**src/rtl/pipeline_hazard_unit.sv**
```systemverilog
// rtl/pipeline_hazard_unit.sv - hazard, stall/flush and forwarding controller (option macro: FWD_COMPILE_EN)
module pipeline_hazard_unit #(
    parameter int NSTAGES = 3,
    parameter int FW_W    = $clog2(NSTAGES),
    parameter int CNT_W   = 16
) (
    input  logic                  clk,
    input  logic                  rst,
    input  logic [31:0]           inst_i,
    input  logic                  inst_valid_i,
    input  logic                  redirect_i,
    output logic                  stall_o,
    output logic                  flush_o,
    output logic [FW_W-1:0]       rs1_fwd_o,
    output logic [FW_W-1:0]       rs2_fwd_o,
    output logic [32*NSTAGES-1:0] stage_inst_o,
    output logic [NSTAGES-1:0]    stage_valid_o,
    output logic [CNT_W-1:0]      stall_cnt_o,
    output logic [CNT_W-1:0]      flush_cnt_o
);

    localparam logic [6:0] OP_LUI    = 7'b0110111;
    localparam logic [6:0] OP_AUIPC  = 7'b0010111;
    localparam logic [6:0] OP_JAL    = 7'b1101111;
    localparam logic [6:0] OP_BRANCH = 7'b1100011;
    localparam logic [6:0] OP_STORE  = 7'b0100011;
    localparam logic [6:0] OP_REGREG = 7'b0110011;
    localparam logic [6:0] OP_LOAD   = 7'b0000011;

    logic [31:0]        stage_inst [NSTAGES];
    logic [NSTAGES-1:0] stage_valid;
    logic               hazard;
    logic               accept;

    // Instruction produces a register result (x0 writes are discarded)
    function automatic logic writes(input logic [31:0] x);
        return (x[6:0] != OP_BRANCH) && (x[6:0] != OP_STORE) &&
               (x[6:0] != 7'd0) && (x[11:7] != 5'd0);
    endfunction

    function automatic logic reads_rs1(input logic [31:0] x);
        return (x[6:0] != OP_LUI) && (x[6:0] != OP_AUIPC) && (x[6:0] != OP_JAL) &&
               (x[6:0] != 7'd0) && (x[19:15] != 5'd0);
    endfunction

    function automatic logic reads_rs2(input logic [31:0] x);
        return ((x[6:0] == OP_REGREG) || (x[6:0] == OP_STORE) || (x[6:0] == OP_BRANCH)) &&
               (x[24:20] != 5'd0);
    endfunction

    // Producer's destination is one of the consumer's read sources
    function automatic logic feeds(input logic [31:0] prod, input logic [31:0] cons);
        return writes(prod) &&
               ((reads_rs1(cons) && (prod[11:7] == cons[19:15])) ||
                (reads_rs2(cons) && (prod[11:7] == cons[24:20])));
    endfunction

    // Detect a dependency that cannot be satisfied this cycle
    always_comb begin
        hazard = 1'b0;
`ifdef FWD_COMPILE_EN
        if (stage_valid[0] && (stage_inst[0][6:0] == OP_LOAD) && inst_valid_i &&
            feeds(stage_inst[0], inst_i))
            hazard = 1'b1;
`else
        for (int k = 0; k < NSTAGES; k++) begin
            if (stage_valid[k] && inst_valid_i && feeds(stage_inst[k], inst_i))
                hazard = 1'b1;
        end
`endif
    end

    // Redirect outranks stall; both are silenced while in reset
    assign stall_o = !rst && hazard && !redirect_i;
    assign flush_o = !rst && redirect_i;
    assign accept  = inst_valid_i && !stall_o && !redirect_i;

`ifdef FWD_COMPILE_EN
    // Pick the youngest producer: scan oldest to youngest so the smallest k overwrites
    always_comb begin
        rs1_fwd_o = '0;
        rs2_fwd_o = '0;
        if (!rst && stage_valid[0]) begin
            for (int k = NSTAGES - 1; k >= 1; k--) begin
                if (stage_valid[k] && writes(stage_inst[k])) begin
                    if (reads_rs1(stage_inst[0]) && (stage_inst[k][11:7] == stage_inst[0][19:15]))
                        rs1_fwd_o = FW_W'(k);
                    if (reads_rs2(stage_inst[0]) && (stage_inst[k][11:7] == stage_inst[0][24:20]))
                        rs2_fwd_o = FW_W'(k);
                end
            end
        end
    end
`else
    assign rs1_fwd_o = '0;
    assign rs2_fwd_o = '0;
`endif

    // Advance the stage shift register and the saturating event counters
    always_ff @(posedge clk) begin
        if (rst) begin
            for (int k = 0; k < NSTAGES; k++) stage_inst[k] <= 32'h0;
            stage_valid <= '0;
            stall_cnt_o <= '0;
            flush_cnt_o <= '0;
        end else begin
            for (int k = 1; k < NSTAGES; k++) begin
                stage_inst[k]  <= stage_inst[k-1];
                stage_valid[k] <= stage_valid[k-1];
            end
            stage_inst[0]  <= accept ? inst_i : 32'h0;
            stage_valid[0] <= accept;
            if (stall_o && (stall_cnt_o != '1)) stall_cnt_o <= stall_cnt_o + CNT_W'(1);
            if (flush_o && (flush_cnt_o != '1)) flush_cnt_o <= flush_cnt_o + CNT_W'(1);
        end
    end

    // Flatten the per-stage instruction words for the datapath control
    always_comb begin
        stage_inst_o = '0;
        for (int k = 0; k < NSTAGES; k++) stage_inst_o[32*k +: 32] = stage_inst[k];
    end

    assign stage_valid_o = stage_valid;

endmodule

```
**config.mk**
```make
export PLATFORM = sky130hd
export DESIGN_NAME = pipeline_hazard_unit
export DESIGN_NICKNAME = d
export VERILOG_FILES = /design/src/rtl/pipeline_hazard_unit.sv
export SDC_FILE = /design/constraint.sdc
export NUM_CORES = 1
export LEC_CHECK = 0
export ABC_AREA = 1
export CORE_MARGIN = 2
export CORE_UTILIZATION = 46
export DETAILED_ROUTE_END_ITERATION = 12
export PLACE_DENSITY_LB_ADDON = 0.25
export SKIP_LAST_GASP = 1
export SYNTH_ARGS = -nofsm -noshare
export SYNTH_HDL_FRONTEND = slang
export SYNTH_SLANG_ARGS = --single-unit
```
**constraint.sdc**
```tcl
create_clock -name clk -period 2.3 [get_ports clk]
set_input_delay 0.46 -clock clk [delete_from_list [all_inputs] [get_ports clk]]
set_output_delay 0.46 -clock clk [all_outputs]
set_load 0.05 [all_outputs]
```
## After elaboration in Yosys (flattened, before gate mapping)

Memory sizes are Yosys's and may differ from the RTL's.
Index checks and enable logic that the tools add are counted.

| word-level totals | value |
|---|---|
| register bits | 35 |
| bits in writable memories | 96 |
| output and inout port bits | 137 |
| logic and storage cells | 92 |
| memories | 1 |

Memory list:

| name | words | bits a word | read ports | clocked after memory_dff | write ports | RTL line | RTL |
|---|---|---|---|---|---|---|---|
| stage_inst | 3 | 32 | 3 | 0 | 3 | 30 | `logic [31:0] stage_inst [NSTAGES];` |

| cells by class | value |
|---|---|
| add/subtract/negate cells | 2 |
| equality and inequality tests | 20 |
| muxes and demuxes | 10 |
| bitwise gates (word level) | 3 |
| reductions and logical operators | 53 |

Operator list:

| kind | count |
|---|---|
| $mux W32 | 4 |
| $logic_and A1 B1 Y1 | 36 |
| $add A16 B1 Y16 const B | 2 |
| $ne A16 B16 Y1 const B | 2 |
| $eq A5 B5 Y1 | 6 |
| $ne A7 B6 Y1 const B | 4 |
| $ne A7 B7 Y1 const B | 4 |
| $reduce_bool A7 Y1 | 4 |
| $reduce_bool A5 Y1 | 5 |
| $eq A7 B6 Y1 const B | 2 |
| $eq A7 B7 Y1 const B | 1 |
| $ne A7 B5 Y1 const B | 1 |
| $mux W1 | 6 |
| $logic_or A1 B1 Y1 | 5 |
| $logic_not A1 Y1 | 3 |
| $or A1 B1 Y1 | 3 |

## Logic depth before layout (Yosys ltp)

| logic depth | value |
|---|---|
| word-level depth | 19 |
| depth in mapped cells | 13 |
| mapped depth without buffers | 13 |

## Least setup slack after synthesis

No wires, ideal clock.

| timing path | value |
|---|---|
| kind | register -> output |
| start point | mem stage_inst[0][7] |
| end point | out stall_o |
| arrival time | 1.888 ns |
| setup slack | -0.048 ns |
| stages on the path, launching flop included | 12 |
| buffers on the path | 1 |
| cells stage by stage | dfxtp_1 inv_1 nand2_1 nand4_1 nor2_1 nand2_1 nand2_1 nand2_2 nand3_4 buf_4 nand2_1 inv_1 |

RTL lines:

| what | RTL line | RTL |
|---|---|---|
| start: declaration | 30 |  |
| end: declaration | 12 | `output logic stall_o,` |

## Worst setup path in the final report

| timing path | value |
|---|---|
| start point | in inst_i[17] |
| end point | out stall_o |

| between the ends | value |
|---|---|
| cells in the longest elaborated chain, start to end | 11 |
| elaborated cells between the ends (all ways) | 22 |

Ends and longest elaborated chain:

| what | RTL line | RTL |
|---|---|---|
| start: declaration | 9 | `input logic [31:0] inst_i,` |
| $reduce_bool A5 Y1 | 43 | `(x[6:0] != 7'd0) && (x[19:15] != 5'd0);` |
| $logic_and A1 B1 Y1 | 43 |  |
| $logic_and A1 B1 Y1 | 54 | `((reads_rs1(cons) && (prod[11:7] == cons[19:15])) \|\|` |
| $logic_or A1 B1 Y1 | 54 |  |
| $logic_and A1 B1 Y1 | 53 | `return writes(prod) &&` |
| $logic_and A1 B1 Y1 | 67 | `if (stage_valid[k] && inst_valid_i && feeds(stage_inst[k], inst_i))` |
| $mux W1 (2 in a row) | 67 |  |
| $mux W1 * | 67 |  |
| $logic_and A1 B1 Y1 * (2 in a row) | 74 | `assign stall_o = !rst && hazard && !redirect_i;` |

Mark *: on every way between the ends. The rest lies on a longest branch, timed or not.

==> flow_summary.ini <==
[yosys]
avgSynthCellArea_um2 = 7.59
yosysTopAreaCellShare_pct = 49.3
synthFlopType = dfxtp_1
synth_cell_type_count = 36
async_flop_share_pct = 0
yosys_warnings = 0
ys_ff_latch = 131
ys_top_cells_by_area = dfxtp_1 (49%), inv_1 (9.4%), nor2_1 (9.2%)
synthCells = 701
synth.cell_area_um2 = 5320
synth_edf_count = 0
synth_top_area_cell = dfxtp_1
yosysSeqAreaShare_pct = 49.3

[floorplanning]
dieArea_um2 = 12400
initial_core_util_pct = 46.8
design.core.area_um2 = 11400
num_io_pins = 173
die_x_um = 112
die_y_um = 112
rows = 39

[worst_setup_path]
worstSetupPathType = in -> out
start_kind = input pin
cp-end-kind = output port
crit_required_ns = 1.84
critPathMaxFanout = 4
cp_slowest_cell = dlygate4sd2_1
path_common_cell = nand2_2
path_cells = dlygate4sd2_1, inv_2, nand2_1, nand2_1, nand3_1, nor2_1, nand3_2, nand2_2, nand2_2, nand3_4, nand2_2, inv_2, buf_12
worstPathArrival_ns = 1.77
timing.rr.start = stall_cnt_o[0]
slowest_delay_ns = 0.31
reg2regPathDepth = 10
startpoint = inst_i[17]
regToRegSetupSlack_ns = 0.29
worstReg2RegEnd = stall_cnt_o[0]

[sta]
clock_skew_ns = 0.00657
final_hold_viol_count = 0
setup_viol = 0
min_period_ns = 2.23
setup_tns_ns = 0
post-route-worst-setup-slack_ns = 0.0740
post-route-period-util_pct = 96.8
timing.fmax_mhz = 449
max_slew_margin_pct = 62.4
slew_viol_final = 0
tightest_slew_ns = 0.562

[clock_network]
numCtsBuffers = 17
root_buffer = clkbuf_16
worstSkewPairLatency_ns = 0.41
cts_tree = yes
clkTransAtPathRegs_ns = 0.06
postCtsSetupBuffers = 0
htreeDepth = 4
cts_max_path_buffers = 2
cts_sinks = 131

[pwr]
clockPowerShare_pct = 51.1
comb_power_share_pct = 8.3
p_sw_share_pct = 22.8
power_leakage_nw = 3.20
p_int_mw = 4.42
p_sw_mw = 1.31
power-per-cell-area_nw_per_um2 = 725
ir_drop_mv = 0.426
pwr-share-seq_pct = 40.6

[global_routing]
grt_first_pass_wirelength_um = 22300
grt_max_degree = 48
grt-ovfl-total = 0
antenna_found_initial = 0
grt_pass1_vias = 4823
grt.total_usage_pct = 22.2

[worst_hold_path]
hold_start = stage_inst[0][21]
worstHoldPathCells = 2
whs_endpoint = stage_inst[0][53]
min_path_type = reg -> reg

[run_status]
outcome = completed

[final_layout]
drive_gt1_share_pct = 12.9
final_common_cell = clkdlybuf4s50_1
n_fill_cell = 929
num-nets-final = 925
antenna_cells = 0
area_growth_pct = 48.7
most-common-layout-cells = clkdlybuf4s50_1 (147), inv_1 (127), nor2_1 (127)

[detailed_routing]
drcViolationCount = 0
final_antenna_net_count = 0
drt-initial-drc-count = 262
num_vias = 4962
wl_um = 13500
dr.pass1.iters = 4
viasPerCell = 4.76
wl_per_cell_um = 12.9

[placed_design]
io_buffers = 168
dpl.hpwl_um = 9900
pre_cts_ws_ns = -0.280
gp_congestion = 0.915

[job]
drv_cap = 0
==> state kept, by name, summed over array words and instances (netlist names) <==
register	flops
flush_cnt_o	16
stage_inst	96
stall_cnt_o	16
stage_valid_o	3
==> area by class of cell <==
| type | count | area (µm²) | area share, % |
|---|---|---|---|
| flip-flops and latches | 131 | 2640 | 33.3 |
| multi-input cells | 413 | 2090 | 26.5 |
| repair buffers | 190 | 1850 | 23.4 |
| inverters | 134 | 503 | 6.36 |
| clock buffers | 18 | 439 | 5.55 |
| clock inverters | 13 | 209 | 2.64 |
| well taps | 143 | 179 | 2.26 |
==> per-layer routing <==
layer	vias to the layer above	GRT usage [%]	routed length, µm
li1	2495	-	-
met1	2235	25.1	5520
met2	187	38.0	6570
met3	45	6.48	894
met4	0	11.8	500
met5	-	0	0
==> power by group through the flow <==
| stage | clock network, mW | logic (mW) | registers, mW |
|---|---|---|---|
| after floorplan | 0 | 0.167 | 2.49 |
| after global placement | 0 | 0.471 | 2.38 |
| after detailed placement | 0 | 0.479 | 2.38 |
| after CTS | 2.97 | 0.473 | 2.33 |
| after global routing | 3.08 | 0.509 | 2.33 |
| final | 2.93 | 0.475 | 2.33 |
==> cell families (layout without fill, tap and decap cells) <==
logic type	after synthesis	in the layout	share of synthesized area, %
xor gates and xnor gates	31	31	5.10
DFF	131	131	49.3
AOI/OAI and AO/OA	39	39	4.00
other	1	4	0.0705
buffers and inverters	160	355	12.4
and+or+nand+nor	337	337	28.6
adders and majority gates	2	2	0.470
==> worst max path at each step <==
stage	endpoint	slack, ns	depth (start not counted)
6_report	stall_o	0.07	13
4_1_cts	stall_o	0.06	12
3_5_place_dp	stall_cnt_o[0]	-0.28	13
5_1_grt	stall_o	-0.03	13
3_3_place_gp	stall_cnt_o[1]	-0.21	13
2_1_floorplan	stall_o	-0.02	11
==> synthesized netlist by cell type, types with 2 or more instances <==
cell type	number
buf_2	6
nand4_1	24
buf_6	3
nor4_1	2
o21ai_0	9
ha_1	2
nand3_1	31
xor2_1	8
nor2_4	2
nand3_4	3
nor3b_1	3
nand2_2	3
a21oi_1	24
inv_1	133
nor3_1	15
xnor2_1	23
nor2_1	130
buf_4	5
nor2_2	12
nand3_2	2
nand2_1	106
clkbuf_1	10
nor3_2	2
dfxtp_1	131
==> per-stage QoR <==
step           area, µm²  hold slack, ns  power (mW)  cells  utilization, %
2_1_floorplan       5340           0.572        2.66    704               -
3_3_place_gp        7230           0.406        2.85   1011            63.6
3_5_place_dp        7230           0.410        2.86   1011            63.6
4_1_cts             7870           0.416        5.78   1042            69.2
5_1_grt             7910           0.426        5.93   1042            69.5
6_report            7910           0.412        5.73   1042            69.5
==> worst max-delay path: cells and delay by family <==
kind | cells | cell delay, ns
buf+inv | 4 | 0.62
simple gates | 9 | 0.68
==> repair_timing <==
| item | in CTS | in global routing |
|---|---|---|
| pin swaps | 1 | 7 |
| gates resized for setup | 23 | 30 |
| hold buffers | 0 | 0 |
| setup endpoints to repair | 1 | 1 |
(Power assumes the default switching activity.)
==> RTL change: new RTL, same flow settings <==
The parameter `NSTAGES` goes from 3 to 6.
--- a/src/rtl/pipeline_hazard_unit.sv
+++ b/src/rtl/pipeline_hazard_unit.sv
@@ -1,6 +1,6 @@
 // rtl/pipeline_hazard_unit.sv - hazard, stall/flush and forwarding controller (option macro: FWD_COMPILE_EN)
 module pipeline_hazard_unit #(
-    parameter int NSTAGES = 3,
+    parameter int NSTAGES = 6,
     parameter int FW_W    = $clog2(NSTAGES),
     parameter int CNT_W   = 16
 ) (
Ports: changed (resized rs1_fwd_o, rs2_fwd_o, stage_inst_o and stage_valid_o); port bits go from 173 to 274. The function was not compared with the original's and may differ.
==> RTL change against the original RTL <==
The flow now finishes with violations (setup timing). Sequential cell count up 99. Critical path depth down 1. Setup slack worse by 0.23 ns. Clock skew up 0.012 ns. Routed wire length up 73%. Final area up 65%. Die area up 60%. Via count up 59%. Synthesized area up 63%. Power up 51%. Worst hold slack worse by 0.21 ns.
==> RTL change: results (changes against the original RTL) <==
The run gives 1489 (+61%) as the post-layout net count. The run gives -0.07 ns (-0.36 ns) as the worst setup slack for register-to-register paths. The checks that failed: setup timing.

For the leakage dissipation, the log shows 5.36 nW (+68%). Via count of the first global-routing pass: 7463 (+55%). The clock network latency to the later pin of the worst-skew pair is 0.51 ns (+0.10 ns), and the clock transition at the registers of the reported paths is 0.06 ns (about the same).

The class of the worst hold path is input pin to flip-flop. The total of buffers placed on input and output ports is 267 (+59%), and the global-route met2 utilization is 0.393 (+0.0126). The run gives 0 (unchanged) as the remaining global-route overflow. The HPWL reported at the end of detailed placement was 16900 um (+71%). The global routing met3 resource utilization came out at 0.0577 (-0.00703). The tools report the number of levels the H-tree was split into as 1 (-3). For the number of antenna violations at the first check in global routing, the log shows 0 (unchanged).

The number of warnings printed during yosys synthesis is 0 (unchanged). The first element of the critical path was stage_inst[0][11]. The share of cells above drive strength 1 is 0.161 (+0.0316). The largest registers in the layout are stage_inst: 192 flops, flush_cnt_o: 16 flops, stall_cnt_o: 16 flops. The final sum of negative setup slack is -1.82 ns (-1.82 ns), and the final number of setup-violating endpoints is 34 (+34).

By area the synthesized netlist is led by dfxtp_1 (53%), nor2_1 (11%), inv_1 (9.5%), nand2_1 (7.0%), xnor2_1 (3.3%). The number of vias in the routed layout is 7901 (+59%), and the maximum single-stage delay on the critical path is 0.35 ns (+0.04 ns). The number of distinct library cells after synthesis was 32 (-11%).

The worst hold path endpoint is stage_inst[0][0]. The highest net fanout along the worst path is 5 (+1), and the final worst clock skew is 0.0181 ns (+0.0116 ns). The startpoint identified for the worst hold timing path is inst_i[0]. The logs give 1416 (+52%) for the count of fill cells added during filler insertion and 0.224 (+0.00136) for the global router's overall resource usage. By count the netlist is led by nor2_1 (248), dfxtp_1 (230), inv_1 (220), nand2_1 (162), nand3_1 (51). The weighted congestion at the end of routability-driven global placement is 0.910 (-0.52%), and the length in cells of the worst reg-to-reg path is 16 (+6). The maximum buffer depth of the clock tree was 3 (+1).

The terminus of the critical flop-to-flop path is stage_inst[0][22]. The largest individual stage delay along the critical path comes from the cell dfxtp_2. The proportion of netlist area held by the largest area contributor is 0.532 (+0.0390), and the portion of the post-synthesis area used by sequential elements is 0.532 (+0.0390). Met1 track demand over resource in global routing: 0.272 (+0.0206). The run gives 5 (+1) as the detailed-routing iteration count for the pre-antenna-repair pass. The clock buffer count from CTS is 24 (+7). The first-pass GRT wire length is 36300 um (+63%), and the routed wirelength normalized by instance count is 13.7 um (+5.9%). The startpoint identified for the worst register-to-register timing path is stage_inst[1][9]. For the remaining max-slew budget at the tightest pin, the log shows 0.450 (-0.174).

The cell count of the worst hold path is 3 (+1), and the worst ir drop on vdd is 0.000559 V (+31%). The run finished, with violations left. The run gives 157 (+230%) as the largest net degree at the start of global routing. The minimum setup slack in the final design was -0.156 ns (-0.230 ns); the count of antenna diodes in the layout was 0 (unchanged). The post-synthesis async set-or-reset flop share was 0 (unchanged). The tools report the worst endpoint data arrival time as 2.00 ns (+0.23 ns). The clock root buffer is clkbuf_16. The violation count after the first detailed-routing iteration came out at 287 (+9.5%).
[RTL change: routing by layer]
| metal | wire length [um] | share of wire |
|---|---|---|
| met1 | 9790 | 0.42 |
| met2 | 11100 | 0.48 |
| met3 | 1840 | 0.079 |
| met4 | 625 | 0.027 |
| met5 | 0 | 0 |
[RTL change: layout make-up]
type | count | area share
multi-input combinational | 633 | 0.242
tap | 234 | 0.0224
clock inverter | 11 | 0.0106
clock buffer | 33 | 0.0524
inverter | 230 | 0.0681
sequential | 230 | 0.358
timing repair buffer | 332 | 0.246
[RTL change: what timing repair did]
action                                  in CTS  in global routing
pin swaps                                   14                 31
gates resized for setup                     64                 81
cloned                                       0                  1
setup buffers                               17                  7
endpoints found under the setup margin       3                 41
[RTL change: worst max-delay path by stage]
stage | to | slack [ns] | cells past startpoint
3_3_place_gp | stall_o | -0.43 | 13
6_report | stall_o | -0.16 | 12
2_1_floorplan | stall_o | -0.12 | 12
5_1_grt | stall_o | -0.31 | 10
3_5_place_dp | stall_o | -0.43 | 15
4_1_cts | stall_o | -0.17 | 11
[RTL change: critical path: cells and delay by family, from the launching register on]
family	cells	cell delay (ns)
buffers and inverters	3	0.28
AND/OR/NAND/NOR	8	0.69
flip-flops	1	0.35
AO/OA/AOI/OAI	1	0.17
[RTL change: kinds of logic after synthesis]
kind of cell             count (synthesis)  synth area share
flip-flops                             230             0.532
buffers and inverters                  274             0.125
AO/OA/AOI/OAI                           44            0.0302
XOR/XNOR                                47            0.0476
AND/OR/NAND/NOR                        534             0.262
adder cells (fa/ha/maj)                  2           0.00289
other                                    1          0.000433
[RTL change: power by group]
group | total [mW] | switching (mW) | internal [mW]
combinational | 0.664 | 0.423 | 0.241
clock | 3.98 | 1.55 | 2.43
sequential | 4.04 | 0.0301 | 4.01
[RTL change: stage by stage]
stage               setup slack (ns)  cells  hold slack (ns)  instance area (sq um)
floorplan                     -0.123   1137            0.563                   8700
global placement              -0.428   1635            0.403                  11800
detailed placement            -0.426   1635            0.409                  11800
CTS                           -0.170   1696            0.346                  12800
global route                  -0.308   1703            0.214                  13100
finish                        -0.156   1703            0.202                  13100
